## config.mk

```make
export PLATFORM = sky130hd
export DESIGN_NAME = arbiter42_enable_low_rr
export DESIGN_NICKNAME = d
export VERILOG_FILES = /design/src/rtl/arbiter42_enable_low_rr.sv
export SDC_FILE = /design/constraint.sdc
export NUM_CORES = 1
export LEC_CHECK = 0
export CORE_MARGIN = 4
export CORE_UTILIZATION = 44
export DETAILED_ROUTE_END_ITERATION = 6
export GPL_TIMING_DRIVEN = 0
export PLACE_DENSITY = 0.81
export SLEW_MARGIN = 10
export SYNTH_ARGS = -nofsm -noshare
export SYNTH_HDL_FRONTEND = slang
export SYNTH_SLANG_ARGS = --single-unit
```

## constraint.sdc

```tcl
create_clock -name clk -period 1.5 [get_ports clk]
set_clock_uncertainty 0.05 [all_clocks]
set_input_delay 0.3 -clock clk [delete_from_list [all_inputs] [get_ports clk]]
set_output_delay 0.3 -clock clk [all_outputs]
set_load 0.02 [all_outputs]
```

## src/rtl/arbiter42_enable_low_rr.sv

```systemverilog
// Four-requester round-robin arbiter with active-low requests and enable.
// The grant is reported as a 2-bit owner code plus an active-low one-hot
// vector. A grant is held until the owner drops its request, the enable is
// deasserted, or the hold timer runs out. At least one idle cycle always
// separates two successive grants.
module arbiter42_enable_low_rr #(
    parameter int MAX_HOLD = 8,
    parameter int CNT_W    = 4
) (
    input  logic       clk,
    input  logic       rst_n,
    input  logic       e,
    input  logic [3:0] req_n,
    output logic [1:0] y,
    output logic [3:0] gnt_n,
    output logic       valid,
    output logic       expired
);

    typedef enum logic [0:0] {
        ST_IDLE  = 1'b0,
        ST_GRANT = 1'b1
    } state_t;

    // Active-low one-hot image of an owner index.
    function automatic logic [3:0] grant_vector(input logic [1:0] idx);
        logic [3:0] onehot;
        onehot = 4'b0001 << idx;
        return ~onehot;
    endfunction

    // First low request bit searching base, base+1, base+2, base+3 (mod 4).
    // Scanning from the farthest candidate back lets the nearest one win.
    function automatic logic [1:0] pick_first(input logic [1:0] base,
                                              input logic [3:0] rq_n);
        logic [1:0] idx;
        logic [1:0] result;
        result = base;
        for (int k = 3; k >= 0; k--) begin
            idx = base + 2'(k);
            if (!rq_n[idx]) begin
                result = idx;
            end else begin
                result = result;
            end
        end
        return result;
    endfunction

    state_t            state_r;
    logic [1:0]        ptr_r;
    logic [CNT_W-1:0]  cnt_r;
    logic [1:0]        y_r;
    logic [3:0]        gnt_n_r;
    logic              valid_r;
    logic              expired_r;

    logic              any_req_s;
    logic [1:0]        pick_s;
    logic              owner_drop_s;
    logic              timeout_s;
    logic              release_s;
    logic              timer_release_s;

    // Decode the next-owner choice and the grant termination conditions.
    always_comb begin
        any_req_s       = ~(&req_n);
        pick_s          = pick_first(ptr_r, req_n);
        owner_drop_s    = req_n[y_r];
        timeout_s       = (cnt_r == CNT_W'(MAX_HOLD - 1));
        release_s       = 1'b0;
        timer_release_s = 1'b0;
        if (e) begin
            release_s       = 1'b1;
            timer_release_s = 1'b0;
        end else if (owner_drop_s) begin
            release_s       = 1'b1;
            timer_release_s = 1'b0;
        end else if (timeout_s) begin
            release_s       = 1'b1;
            timer_release_s = 1'b1;
        end else begin
            release_s       = 1'b0;
            timer_release_s = 1'b0;
        end
    end

    // Arbitration state machine with registered grant outputs.
    always_ff @(posedge clk) begin
        if (!rst_n) begin
            state_r   <= ST_IDLE;
            ptr_r     <= 2'd0;
            cnt_r     <= '0;
            y_r       <= 2'd0;
            gnt_n_r   <= 4'b1111;
            valid_r   <= 1'b0;
            expired_r <= 1'b0;
        end else begin
            case (state_r)
                ST_IDLE: begin
                    expired_r <= 1'b0;
                    if (!e && any_req_s) begin
                        y_r     <= pick_s;
                        gnt_n_r <= grant_vector(pick_s);
                        valid_r <= 1'b1;
                        cnt_r   <= '0;
                        state_r <= ST_GRANT;
                    end else begin
                        y_r     <= 2'd0;
                        gnt_n_r <= 4'b1111;
                        valid_r <= 1'b0;
                        state_r <= ST_IDLE;
                    end
                end
                ST_GRANT: begin
                    if (release_s) begin
                        // The releasing owner becomes lowest priority.
                        ptr_r     <= y_r + 2'd1;
                        y_r       <= 2'd0;
                        gnt_n_r   <= 4'b1111;
                        valid_r   <= 1'b0;
                        expired_r <= timer_release_s;
                        state_r   <= ST_IDLE;
                    end else begin
                        cnt_r     <= cnt_r + CNT_W'(1);
                        expired_r <= 1'b0;
                        state_r   <= ST_GRANT;
                    end
                end
                default: begin
                    state_r   <= ST_IDLE;
                    y_r       <= 2'd0;
                    gnt_n_r   <= 4'b1111;
                    valid_r   <= 1'b0;
                    expired_r <= 1'b0;
                end
            endcase
        end
    end

    assign y       = y_r;
    assign gnt_n   = gnt_n_r;
    assign valid   = valid_r;
    assign expired = expired_r;

endmodule

```

## Word level (Yosys, flattened, before mapping)

Cells that the tools add are included.
W data, S select, Z words.

| storage, ports and cells | value |
|---|---|
| register bits | 15 |
| output and inout bits | 8 |
| input port bits | 7 |

| cells by class | value |
|---|---|
| reductions and logical operators | 5 |
| $lt $le $gt $ge | 5 |
| bitwise operators | 3 |
| add/subtract/negate cells | 5 |
| mux-type cells | 35 |
| shift-type cells | 1 |
| equal/unequal tests | 4 |

Operator list:

| operator | number |
|---|---|
| $mux W4 | 4 |
| $pmux W4 S2 | 2 |
| $lt A2 B3 Y1 const B | 5 |
| $mux W1 | 14 |
| $mux W2 | 6 |
| $bmux W1 S2 | 5 |
| $pmux W1 S2 | 3 |
| $add A2 B1 Y2 const B | 2 |
| $add A2 B2 Y2 const B | 2 |
| $add A4 B1 Y4 const B | 1 |
| $eq A4 B3 Y1 const B | 1 |
| $ne A2 B2 Y1 const B | 2 |
| $not A4 Y4 | 1 |
| $pmux W2 S2 | 1 |
| $reduce_and A2 Y1 | 2 |
| $reduce_and A4 Y1 | 1 |
| $shl A1 B2 Y4 const A | 1 |
| $ne A2 B1 Y1 const B | 1 |
| $not A1 Y1 | 2 |
| $logic_and A1 B1 Y1 | 1 |
| $logic_not A1 Y1 | 1 |

## Longest topological paths before layout

| depth | value |
|---|---|
| word-level depth | 11 |
| mapped depth | 5 |

## Worst setup path after synthesis

No wires, ideal clock.

| path | value |
|---|---|
| kind | flip-flop to flip-flop |
| start point | register y_r[0], in the netlist y[0] |
| end point | register cnt_r[3] |
| path slack | -173 ps |
| data arrival time | 1553 ps |
| required time | 1380 ps |
| buffers on the path | 1 |
| stages on the path, launching flop included | 6 |
| period minus slack after synthesis | 1673 ps |
| library setup time | 70 ps |
| path through | dfxtp_1 -> buf_6 -> mux2i_2 -> a22oi_2 -> or4_1 -> a21boi_1 |

| on the way | value |
|---|---|
| longest elaborated chain between the ends | 6 |

Ends and longest elaborated chain:

| item | line | source |
|---|---|---|
| start: declaration | 53 | `logic [1:0] y_r;` |
| start signal: assignment | 103 | `y_r <= pick_s;` |
| $bmux W1 S2 | 69 | `owner_drop_s = req_n[y_r];` |
| $mux W1 (not written as such) | 69 |  |
| $mux W1 | 76 | `end else if (owner_drop_s) begin` |
| $mux W1 | 73 | `if (e) begin` |
| $ne A2 B2 Y1 (no source line) | -- |  |
| $reduce_and A2 Y1 (no source line) | -- |  |
| end signal: assignment | 125 | `cnt_r <= cnt_r + CNT_W'(1);` |
| end: declaration | 52 | `logic [CNT_W-1:0] cnt_r;` |

Every way passes these cells. The select of a mux whose other input is x is not followed.
A chain may end at the register's enable or synchronous reset.

## Final worst setup path

Ends and elaborated chain as after synthesis.

==> results by group <==
Status
  • Outcome: finished clean

Die
  • Die Footprint: about 2500 sq um
  • Die width: a little over 50 microns
  • Std cell rows: 15
  • Io pins: 15
  • Starting Density: 0.4608
  • Core Region: around 1700 sq um
  • Die height: 50.29 microns

Timing
  • WHS: 407.2 ps
  • Slew Viols, Final: 0
  • Final TNS setup: 0 ps
  • Final setup fails: 0
  • Measured slew at the worst slew-check pin: 415.8 ps
  • Fmax: between 600 and 700 MHz
  • Final period utilization: 0.9755
  • Worst slew margin: 0.7228
  • RSZ-0062 raised after global routing: yes
  • Final hold violation count: 0
  • Minimum clock period: about 1500 ps
  • PnR worst setup slack: roughly 37 ps

Setup path
  • Setup crit start kind: register
  • Max stage delay on crit path: just over 400 ps
  • Crit-path slowest cell: or4_1
  • Crit path capture type: register
  • Critical Path RT: approximately 1700 ps
  • Cell Chain, Critical Path: mux2i_4, a22oi_2, or4_1, a21boi_1
  • CP Data Arrival Time: ~1600 ps
  • Critical path type: register to register
  • CP Max Fanout: 5

Final layout
  • Synthesis-to-finish area growth: 34.50%
  • Fraction of layout cells with a size suffix above 1: 0.2202
  • Final core occ: 0.6198
  • Diode count: 0
  • Fill cell count: between 150 and 200
  • Fin nets: roughly 120
  • Fin area: about 1100 sq um

Clock network
  • CTS buffer count: 3
  • CTS Buffer Depth: 2
  • Clock latency on the worst-skew pair: about 280 ps
  • Reg clk slew, reported paths: 90 ps
  • Hold_buf cts: 0
  • Level count of the clock H-tree: 1
  • # clock sinks: 15
  • CTS tree: done
  • Root Buffer: clkbuf_4

Global routing
  • Routing usage on met1: 0.2161
  • Initial antenna violation count: 0
  • Largest net degree at the start of global routing: 11
  • Global-route usage over all layers: 0.1735
  • First-pass GRT wire length: between 3 and 4 mm
  • Most Used Layer, Global Route: met2
  • Vias in the first global route: around 750
  • Met3 usage: 0.04451
  • Met2 Usage GRT: 0.2783
  • Remaining Overflow, GRT: 0

Yosys
  • Largest family of logic cells by synthesized area: compound AO/OA/AOI/OAI gates
  • Compound-Gate Fraction of Synth Area: 0.2719
  • Area contributors post-synth: dfxtp_1 38%, nand2_1 4.8%, mux2i_1 3.8%
  • Post-synth top cells: 15 x dfxtp_1, 10 x nand2_1, 4 x nor2_1
  • Post-synthesis cell type count: 41
  • Synth top area share: 0.3816
  • Top FF cell, synth: dfxtp_1
  • Mapped Area: approximately 800 sq um
  • Most frequent cell after synthesis: dfxtp_1
  • Seq cells post-synth: 15
  • Syn Inst Count: 86
  • Async set or reset register ratio after synthesis: 0
  • Area share of and/or/nand/nor cells after synthesis: 0.2353
  • Number of synthesized flops with an enable pin: 0
  • Syn nets: 94
  • Synth area leader: dfxtp_1
  • Adder-cell area share of the yosys netlist: 0.01590
  • Syn. warnings: 0
  • Post-Synth XOR/XNOR Area: 0.01113
  • Register area share after synthesis: 0.3816
  • Mean area per synthesized cell: 9.151 sq um
  • Post-synthesis mux area share: 0.05564

Routing
  • DRT antenna net count: 0
  • DR vias/cell: 5.731
  • Vias: 768
  • DRC violations left: 0
  • Initial DRT Pass Iterations: 4
  • 1st-iter DRT viols: 16
  • Final wirelength: a little under 2 mm
  • Drt wl/cell: between 10 and 15 microns

Place
  • Place WS: -468.4 ps
  • Detailed Place HPWL: between 1 and 1.5 mm
  • Count of input and output buffers: 14
  • Final weighted congestion in routability-driven placement: approximately 0.86
  • Placed inst area: slightly below 1000 sq um

Power and ir drop
  • Static Leakage: ~0.45 nW
  • Cell Pwr Density: about 770 nW/um^2
  • Max VDD drop: roughly 0.67 mV

Run
  • Max Cap Viol: 0

Hold path
  • HP Class: register to register
[cell usage in the layout (no fill, tap or decap), drive strengths merged, types with 2 or more instances in the layout]
cell,instances
a22oi,2
nor3,2
and3,3
nor2,4
a21o,2
o211ai,2
nor3b,2
buf,5
nand3,2
nand2,10
dfxtp,15
a21boi,2
dlygate4sd2,13
o21ai,3
mux2i,4
clkbuf,5
nor2b,3
inv,2
nand4,2
o21a,2
o2bb2ai,2
o2111ai,2
and2,2
[final timing paths]
check	slack, ps	endpoint	from	cells after the start
hold reg to reg	410	gnt_n[0]	gnt_n[0]	2
setup / recovery	40	cnt_r[3]	y[0]	4
setup reg to reg	40	cnt_r[3]	y[0]	4
hold / removal	410	gnt_n[0]	gnt_n[0]	2
[report_power, final]
part	internal, W	switching, W
Sequential	0.000411	0.0000139
Combinational	0.0000705	0.0000871
Clock	0.000103	0.000128
Total	0.000584	0.000229
[flip-flops by register name, summed over array words and instances, names as in the netlist]
signal and flops:
cnt_r 4, expired 1, gnt_n 4, ptr_r 2, state_r 1, valid 1
y 2
[per-stage QoR]
stage               total power (W)  instances
floorplan                 0.0005138         86
global placement          0.0005681        125
detailed placement        0.0005728        125
CTS                       0.0008116        134
global route              0.0008628        134
finish                    0.0008136        134
[cells by family after synthesis]
group | Yosys count
AOI/OAI and AO/OA | 26
and+or+nand+nor | 35
adders and majority gates | 1
muxes | 4
buffers and inverters | 4
DFF | 15
xor gates and xnor gates | 1
[cell type report]
type                    count  area (sq um)  area share
multi-input cells          68         515.5      0.4870
flip-flops and latches     15         307.8      0.2908
well taps                  25         31.28     0.02955
clock buffers               4         26.28     0.02482
plain buffers               1         5.005    0.004728
repair buffers             19         165.2      0.1560
inverters                   2         7.507    0.007092
[worst max-delay path: cells and delay by family (launching register included)]
family,cells,cell delay [ps]
AO/OA/AOI/OAI,2,280
flip-flops,1,400
multiplexers,1,270
AND/OR/NAND/NOR,1,410
[layer usage]
| metal | vias to the layer above | wire length (microns) |
|---|---|---|
| li1 | 381 | - |
| met5 | - | 0 |
| met3 | 4 | 81 |
| met2 | 13 | 972 |
| met1 | 370 | 873 |
| met4 | 0 | 32 |
[repair_timing]
item                                   CTS  global route
resized for setup                       21            10
endpoints found under the hold margin    0             0
pin swaps                                5             4
setup endpoints to repair               22            16
buffers inserted                         4             1
gates cloned                             1             0
Power figures use the tool's default switching activity.
